[config.mk]
export PLATFORM = sky130hd
export DESIGN_NAME = msx_mouse_port
export DESIGN_NICKNAME = d
export VERILOG_FILES = /design/src/rtl/msx_mouse_port.sv
export SDC_FILE = /design/constraint.sdc
export NUM_CORES = 1
export LEC_CHECK = 0
export CELL_PAD_IN_SITES_DETAIL_PLACEMENT = 0
export CELL_PAD_IN_SITES_GLOBAL_PLACEMENT = 2
export CORE_ASPECT_RATIO = 0.9
export CORE_MARGIN = 3
export CORE_UTILIZATION = 31
export CTS_CLUSTER_SIZE = 30
export DETAILED_ROUTE_END_ITERATION = 10
export GPL_ROUTABILITY_DRIVEN = 0
export PLACE_DENSITY = 0.85
export REMOVE_ABC_BUFFERS = 1
export SYNTH_ARGS = -nofsm -noshare
export SYNTH_HDL_FRONTEND = slang
export SYNTH_SLANG_ARGS = --single-unit
[constraint.sdc]
create_clock -name clk_sys -period 3.5 [get_ports clk_sys]
set_input_delay 0.7 -clock clk_sys [delete_from_list [all_inputs] [get_ports clk_sys]]
set_output_delay 0.7 -clock clk_sys [all_outputs]
set_load 0.03 [all_outputs]
[src/rtl/msx_mouse_port.sv]
// PS/2 mouse packets to the MSX joystick-port mouse protocol: accumulates
// saturated deltas and serves them as four strobe-advanced nibbles.
module msx_mouse_port #(
    parameter int TIMEOUT = 32000,
    parameter int CNT_W   = 16
) (
    input  logic        clk_sys,
    input  logic        reset_n,
    input  logic [24:0] ps2_mouse,
    input  logic        strobe,
    output logic [5:0]  data,
    output logic        frame_busy
);

    typedef enum logic {
        ST_IDLE  = 1'b0,
        ST_FRAME = 1'b1
    } state_t;

    localparam logic [CNT_W-1:0] CNT_LAST = CNT_W'(TIMEOUT - 1);

    state_t             state_q, state_d;
    logic               tog_q, tog_d;
    logic               strobe_q, strobe_d;
    logic signed [7:0]  acc_x_q, acc_x_d;
    logic signed [7:0]  acc_y_q, acc_y_d;
    logic        [7:0]  lat_x_q, lat_x_d;
    logic        [7:0]  lat_y_q, lat_y_d;
    logic        [1:0]  idx_q, idx_d;
    logic [CNT_W-1:0]   cnt_q, cnt_d;
    logic        [1:0]  btn_q, btn_d;
    logic        [5:0]  data_q, data_d;
    logic               busy_q, busy_d;

    logic               pkt;
    logic               edge_seen;
    logic               do_latch;
    logic signed [8:0]  dx, dy;
    logic signed [10:0] mx, my;
    logic signed [7:0]  base_x, base_y;
    logic        [3:0]  nib;

    // Clamp an extended sum into the signed 8-bit range instead of wrapping.
    function automatic logic signed [7:0] sat8(input logic signed [10:0] v);
        if (v > 11'sd127)
            return 8'sd127;
        else if (v < -11'sd128)
            return -8'sd128;
        else
            return v[7:0];
    endfunction

    assign pkt       = ps2_mouse[24] ^ tog_q;
    assign edge_seen = strobe ^ strobe_q;
    assign do_latch  = edge_seen && ((state_q == ST_IDLE) || (idx_q == 2'd3));

    assign dx = {ps2_mouse[4], ps2_mouse[15:8]};
    assign dy = {ps2_mouse[5], ps2_mouse[23:16]};
    // MSX reports rightward motion as negative X; Y keeps the PS/2 sign.
    assign mx = -{{2{dx[8]}}, dx};
    assign my = {{2{dy[8]}}, dy};

    // A latch empties the accumulator, so a packet in that cycle starts fresh.
    assign base_x = do_latch ? 8'sd0 : acc_x_q;
    assign base_y = do_latch ? 8'sd0 : acc_y_q;

    // NOTE: every signal written here gets a default first so no latch is inferred.
    always_comb begin
        state_d  = state_q;
        tog_d    = ps2_mouse[24];
        strobe_d = strobe;
        lat_x_d  = lat_x_q;
        lat_y_d  = lat_y_q;
        idx_d    = idx_q;
        cnt_d    = cnt_q;
        btn_d    = btn_q;

        if (do_latch) begin
            lat_x_d = acc_x_q;
            lat_y_d = acc_y_q;
            idx_d   = 2'd0;
            cnt_d   = '0;
            state_d = ST_FRAME;
        end else if (edge_seen) begin
            idx_d = idx_q + 2'd1;
            cnt_d = '0;
        end else if (state_q == ST_FRAME) begin
            if (cnt_q == CNT_LAST) begin
                state_d = ST_IDLE;
                idx_d   = 2'd0;
            end else begin
                cnt_d = cnt_q + 1'b1;
            end
        end

        if (pkt) begin
            acc_x_d = sat8(11'(base_x) + mx);
            acc_y_d = sat8(11'(base_y) + my);
            btn_d   = ps2_mouse[1:0];
        end else begin
            acc_x_d = base_x;
            acc_y_d = base_y;
        end

        // idx is forced to 0 in IDLE, so IDLE naturally shows latX[7:4].
        case (idx_d)
            2'd0:    nib = lat_x_d[7:4];
            2'd1:    nib = lat_x_d[3:0];
            2'd2:    nib = lat_y_d[7:4];
            default: nib = lat_y_d[3:0];
        endcase

        data_d = {~btn_d[1], ~btn_d[0], nib};
        busy_d = (state_d == ST_FRAME);
    end

    // NOTE: sequential state uses non-blocking assignments only.
    always_ff @(posedge clk_sys) begin
        if (!reset_n) begin
            state_q  <= ST_IDLE;
            tog_q    <= ps2_mouse[24];
            strobe_q <= strobe;
            acc_x_q  <= '0;
            acc_y_q  <= '0;
            lat_x_q  <= '0;
            lat_y_q  <= '0;
            idx_q    <= '0;
            cnt_q    <= '0;
            btn_q    <= '0;
            data_q   <= 6'b110000;
            busy_q   <= 1'b0;
        end else begin
            state_q  <= state_d;
            tog_q    <= tog_d;
            strobe_q <= strobe_d;
            acc_x_q  <= acc_x_d;
            acc_y_q  <= acc_y_d;
            lat_x_q  <= lat_x_d;
            lat_y_q  <= lat_y_d;
            idx_q    <= idx_d;
            cnt_q    <= cnt_d;
            btn_q    <= btn_d;
            data_q   <= data_d;
            busy_q   <= busy_d;
        end
    end

    assign data       = data_q;
    assign frame_busy = busy_q;

endmodule

==> run metrics, run 1 <==
status complete, no violations; cell depth of the worst flop-to-flop path 14; DRT iter0 DRCs ~190; max-capacitance violation count 0; final hold violations 0; grt ovf 0; Max rail drop VDD 0.257 mV; largest net degree at the start of global routing 23; Post-DP HPWL just under 7000 µm; hold_buf cts 0; GRT Total Usage 0.141; H-tree levels 3; IO Port Bufs 30; Crit. End Element flop; Slew Limit Fails 0; wire per inst around 13 µm; Worst Skew roughly 0.0083 ns; Synth Flop Type dfxtp_1; Hold Crit Class flop to flop; Initial Util 0.320; #FFs+latches synth a little over 60; post-route minimum period 3.27 ns; Crit-path slowest cell o32a_4; Worst Path Buf+Inv 4; global-route wire length before repair 15300 µm; Detail Route Antenna Nets 0; Final Cell Area approximately 4900 µm²; # nets final about 580; placed cell areas about 4500 µm²; initial antenna violation count 0; Placeable Area between 10000 and 15000 µm²; Clk pin slew, worst setup/hold paths 0.05 ns; hold path start acc_y_q[6]; setup TNS 0 ns; RSZ-0062 raised after global routing no; worst setup margin approximately 0.23 ns; CTS buffer count 9; CP delay by family, top compound AO/OA/AOI/OAI gates; M2 GR Usage 0.234; clk buf depth 2; n_diodes 0; sequential area share after synthesis 0.330; met3 usage 0.0231; Avg Inst Size Synth 8.29 µm²; worst path arrival time between 3 and 4 ns; Yosys warning count 0; startpoint types input port; Leakage around 2.0 nW; power density over cell area about 520 nW/µm²; critical-path maximum fanout 8; synth unique cells between 50 and 60; Mapped Cells between 400 and 500; sink of the worst hold path lat_y_q[6]; met1 Resource Use GR 0.186; Die Ht between 100 and 150 µm; Crit path required time ~3.7 ns; worst slew pin tran 0.607 ns; vias between 3000 and 4000; r2r setup slk approximately 0.25 ns; clk_lat worst skew 0.33 ns; sinks on the clock net roughly 60; end of the worst register-to-register path acc_x_q[0]; share of post-route cells with drive strength above 1 0.170; Detailed Route WL between 8000 and 9000 µm; Max transition margin 0.595; vias in the first global route around 3300; Hold Path Stages 2; Fmax achieved just over 300 MHz; pre-CTS setup slack -0.529 ns; clock root cell clkbuf_16; DRC 0; GR peak layer met2; IO Count 35; Tcrit/Tclk final 0.934; final setup fails 0; Post-synth ARST share 0; Via density about 4.9; CTS tree yes; synthesized cell area 3710 µm²; CP most frequent cell buf_4; Worst Path Class, Setup input port to flop; TritonRoute pass-1 iters 4; RR Startpoint idx_q[1]; area grow syn2layout 31.5%; Critical Path Max Stage Delay between 0.4 and 0.5 ns; row count 37; crit-path cells clkbuf_2, xor2_2, nand2b_1, buf_4, nand2_1, inv_1, ha_1, nor2b_1, o31a_1, o32a_4, a311oi_2, a211oi_2, buf_4, a221oi_1; EDFF count, synth 0; die width about 120 µm; die footprint 13300 µm²
-- state kept, by name (all words and copies together), names as in the netlist, 2 cells and up --
register,count
idx_q,2
lat_y_q,8
data,6
btn_q,2
acc_y_q,8
lat_x_q,8
cnt_q,16
acc_x_q,8
-- Yosys cell counts, types with 5 or more instances --
master,number,area share
nor4_1,8,0.014
and2_1,16,0.027
nand3_1,11,0.015
o211ai_1,8,0.016
buf_2,5,0.0068
ha_1,21,0.071
nor2_1,40,0.041
dfxtp_1,61,0.33
xor2_1,6,0.014
o21ai_0,22,0.030
mux2i_1,11,0.030
clkbuf_1,11,0.011
a221oi_1,6,0.014
o21a_1,10,0.020
inv_1,23,0.023
nor3_1,16,0.022
a21oi_1,27,0.036
xnor2_1,19,0.045
a211oi_1,12,0.024
nand2_1,47,0.048
-- how the worst max path moves through the flow --
stage / start / endpoint / slack, ns / depth (start not counted)
after global routing: idx_q[1] / acc_x_q[6] / 0.03 / 14
final: strobe / acc_x_q[0] / 0.23 / 14
after detailed placement: strobe / acc_x_q[0] / -0.53 / 14
after floorplan: strobe / acc_y_q[2] / -0.14 / 11
after CTS: strobe / acc_x_q[0] / 0.04 / 14
after global placement: strobe / acc_y_q[1] / -0.46 / 13
-- cells by family after synthesis --
group / synth area share
xor gates and xnor gates: 0.0591
buffers and inverters: 0.0493
and+or+nand+nor: 0.209
adders and majority gates: 0.0817
AOI/OAI and AO/OA: 0.237
muxes: 0.0338
DFF: 0.330
-- power breakdown --
group | switching [W] | leakage [nW] | internal (W)
registers | 0.0000297 | 0.499 | 0.000763
clock network | 0.000293 | 0.147 | 0.000582
logic | 0.000452 | 1.33 | 0.000400
total | 0.000775 | 1.98 | 0.00174
-- cells in the final DEF (no fill, tap or decap), types with 6 or more instances in the layout --
cell and n:
dfxtp_1 61, buf_4 56, nand2_1 47, nor2_1 39, clkdlybuf4s50_1 29, a21oi_1 26, inv_1 23, o21ai_0 22
ha_1 21, xnor2_1 18, and2_1 16, nor3_1 16, mux2i_1 11, nand3_1 11, a211oi_1 11, o21a_1 10
clkbuf_16 9, o211ai_1 8, nor4_1 8, a221oi_1 6
-- area by class of cell --
class / count / area [µm²]
fill: 1177 / 6700
multi-input combinational: 343 / 2350
sequential: 61 / 1220
timing repair buffer: 86 / 716
clock buffer: 11 / 253
tap: 156 / 195
inverter: 24 / 90.1
clock inverter: 4 / 47.5
-- worst register-to-register path: cells and delay by family, from the launching register on --
family                     cells  cell delay, ns
buffers and inverters          2            0.36
AOI/OAI and AO/OA              5            0.93
DFF                            1            0.32
and+or+nand+nor                4            0.73
adders and majority gates      3            0.79
-- routing by layer --
layer  vias to the layer above  wire length [µm]
li1                       1769                 -
met3                        11               261
met4                         0               135
met1                      1569              4430
met2                        38              4090
met5                         -                 0
-- timing repair --
| action | 4_1_cts | 5_1_grt |
|---|---|---|
| pin swaps | 1 | 2 |
| gates resized for setup | 4 | 6 |
| setup buffers | 1 | 1 |
| setup endpoints to repair | 14 | 14 |
-- metrics by stage --
stage	total power, W	instances	utilization	hold WS (ns)
2_1_floorplan	0.00132	428	-	0.427
3_3_place_gp	0.00162	668	0.391	0.444
3_5_place_dp	0.00164	668	0.391	0.451
4_1_cts	0.00253	684	0.419	0.460
5_1_grt	0.00267	685	0.421	0.482
6_report	0.00252	685	0.421	0.461
No activity file was read; power rests on OpenSTA's default activity.
==> run 2: changes to the inputs <==
--- a/config.mk
+++ b/config.mk
@@ -13,6 +13,7 @@
 export CTS_CLUSTER_SIZE = 30
 export DETAILED_ROUTE_END_ITERATION = 10
 export GPL_ROUTABILITY_DRIVEN = 0
+export GPL_TIMING_DRIVEN = 0
 export PLACE_DENSITY = 0.85
 export REMOVE_ABC_BUFFERS = 1
 export SYNTH_ARGS = -nofsm -noshare
==> run 2 against run 1 <==
Against the previous run:
- sequential cell count did not move
- sequential power about the same
- worst hold slack got worse by 0.0021 ns
- setup slack got worse by 0.089 ns
- wire length about the same
- count of clock-buffer cells in the layout down 2
- sequential share of layout area grew 1.1 points
- largest power group unchanged
==> run metrics, run 2 (synthesis gave the netlist of run 1 again) <==
Critical Path Max Stage Delay 0.39 ns; end of the worst register-to-register path acc_x_q[1]; met3 usage 0.0211; max-capacitance violation count 0; Fmax achieved about 300 MHz; GR peak layer met2; Largest Register cnt_q; Crit. End Element flop; DRC 0; sinks on the clock net 61; M2 GR Usage 0.220; sequential cell area roughly 1200 µm²; RSZ-0062 raised after global routing yes; Crit path required time between 3 and 4 ns; IO Port Bufs 30; worst path arrival time 3.60 ns; grt ovf 0; Placeable Area ~12000 µm²; clock share of power 0.354; CP delay by family, top compound AO/OA/AOI/OAI gates; clk_lat worst skew around 0.33 ns; sequential share of power 0.322; cell depth of the worst flop-to-flop path 13; status complete, no violations; pre-CTS setup slack -1.46 ns; Fillers around 1200; worst slew pin tran around 0.85 ns; Detailed Route WL 8920 µm; largest net degree at the start of global routing 28; global-route wire length before repair roughly 15000 µm; share of post-route cells with drive strength above 1 0.120; max FFs per register 16; Worst Skew around 0.0077 ns; Hold Crit Class flop to flop; # nets final 531; Crit-path slowest cell fa_2; r2r setup slk approximately 0.17 ns; vias about 3300; Detail Route Antenna Nets 0; die footprint roughly 13000 µm²; Worst Path Buf+Inv 2; H-tree levels 3; IO Count 35; Clk pin slew, worst setup/hold paths ~0.060 ns; P_int 0.00165 W; Slew Limit Fails 0; crit-path cells clkdlybuf4s15_2, xor2_4, nand2b_4, and2_1, ha_1, fa_2, a211oi_2, nor2_1, o41ai_4, buf_4, xnor2_4, nand3_1, a211oi_1; final hold violations 0; Max transition margin 0.434; clk buf depth 2; combinational share of power 0.324; Die Ht approximately 110 µm; Via density around 5.1; most frequent cells in the layout 61 x dfxtp_1, 47 x nand2_1, 39 x nor2_1, 29 x clkdlybuf4s50_1, 24 x a21oi_1; Crit. path cell count 13; met1 Resource Use GR 0.183; placed cell count roughly 600; CTS buffer count 9; Initial Util 0.320; Finished Layout Cells approximately 640; multi-input logic area 2500 µm²; wire per inst roughly 14 µm; RR Startpoint idx_q[0]; NetSw between 0.0008 and 0.0009 W; CTS tree yes; worst setup margin ~0.14 ns; setup TNS 0 ns; critical-path maximum fanout 7; commonest non-fill, non-tap cell in the layout dfxtp_1; die width between 100 and 150 µm; DRT iter0 DRCs 142; TritonRoute pass-1 iters 4; post-route minimum period roughly 3.4 ns; area grow syn2layout 26.2%; row count 37; Post-DP HPWL just over 6000 µm; vias in the first global route roughly 3100; initial antenna violation count 0; Switching Fraction 0.331; final setup fails 0; Leakage around 1.8 nW; n_diodes 0; Max rail drop VDD about 0.25 mV; Tcrit/Tclk final 0.959; startpoint types input port; Core Util, Final 0.404; GRT Total Usage 0.136; power density over cell area between 500 and 600 nW/µm²; Worst Path Class, Setup input port to flop; Critical Path Source strobe; clock root cell clkbuf_16; crit path to acc_y_q[1]
## run 2: worst min-delay path: stages (launching register included)
cell and delay, ns:
dfxtp_1 0.31, nand2_1 0.05, a21oi_1 0.05
## run 2: per-layer routing
layer	routed length (µm)	up-vias	part of all wire
li1	-	1676	-
met1	4470	1560	0.50
met2	4060	44	0.46
met3	265	10	0.030
met4	116	0	0.013
met5	0	-	0
## run 2: how the worst min path moves through the flow
stage	slack (ns)	depth (start not counted)	start	to
2_1_floorplan	0.43	2	acc_y_q[4]	lat_y_q[4]
3_3_place_gp	0.44	2	acc_y_q[4]	lat_y_q[4]
3_5_place_dp	0.44	2	acc_y_q[4]	lat_y_q[4]
4_1_cts	0.46	2	acc_y_q[4]	lat_y_q[4]
5_1_grt	0.49	2	acc_y_q[6]	lat_y_q[6]
6_report	0.46	2	acc_y_q[6]	lat_y_q[6]
## run 2: power by group through the flow
| stage | Clock [W] | Combinational (W) | Sequential [W] |
|---|---|---|---|
| 2_1_floorplan | 0 | 0.000508 | 0.000815 |
| 3_3_place_gp | 0 | 0.000682 | 0.000807 |
| 3_5_place_dp | 0 | 0.000698 | 0.000809 |
| 4_1_cts | 0.000889 | 0.000739 | 0.000795 |
| 5_1_grt | 0.000929 | 0.000881 | 0.000802 |
| 6_report | 0.000876 | 0.000801 | 0.000795 |
## run 2: area by class of cell
cell class                      count  share of cell area
Sequential cell                    61               0.261
Multi-Input combinational cell    346               0.534
Inverter                           24              0.0193
Clock buffer                        9              0.0482
Timing Repair Buffer               38              0.0789
Tap cell                          156              0.0417
Clock inverter                      7              0.0163
## run 2: metrics by stage
stage / power, W / instance area (µm²) / hold slack [ns]
after detailed placement: 0.00151 / 4130 / 0.445
after global routing: 0.00261 / 4680 / 0.486
after floorplan: 0.00132 / 3610 / 0.427
after global placement: 0.00149 / 4110 / 0.441
final: 0.00247 / 4680 / 0.459
after CTS: 0.00242 / 4530 / 0.457
## run 2: repair_timing
item | in CTS | in global routing
pin swaps | 3 | 2
endpoints found under the setup margin | 16 | 14
setup buffers | 3 | 4
resized for setup | 12 | 17
hold buffers | 0 | 0
cloned | 2 | 1
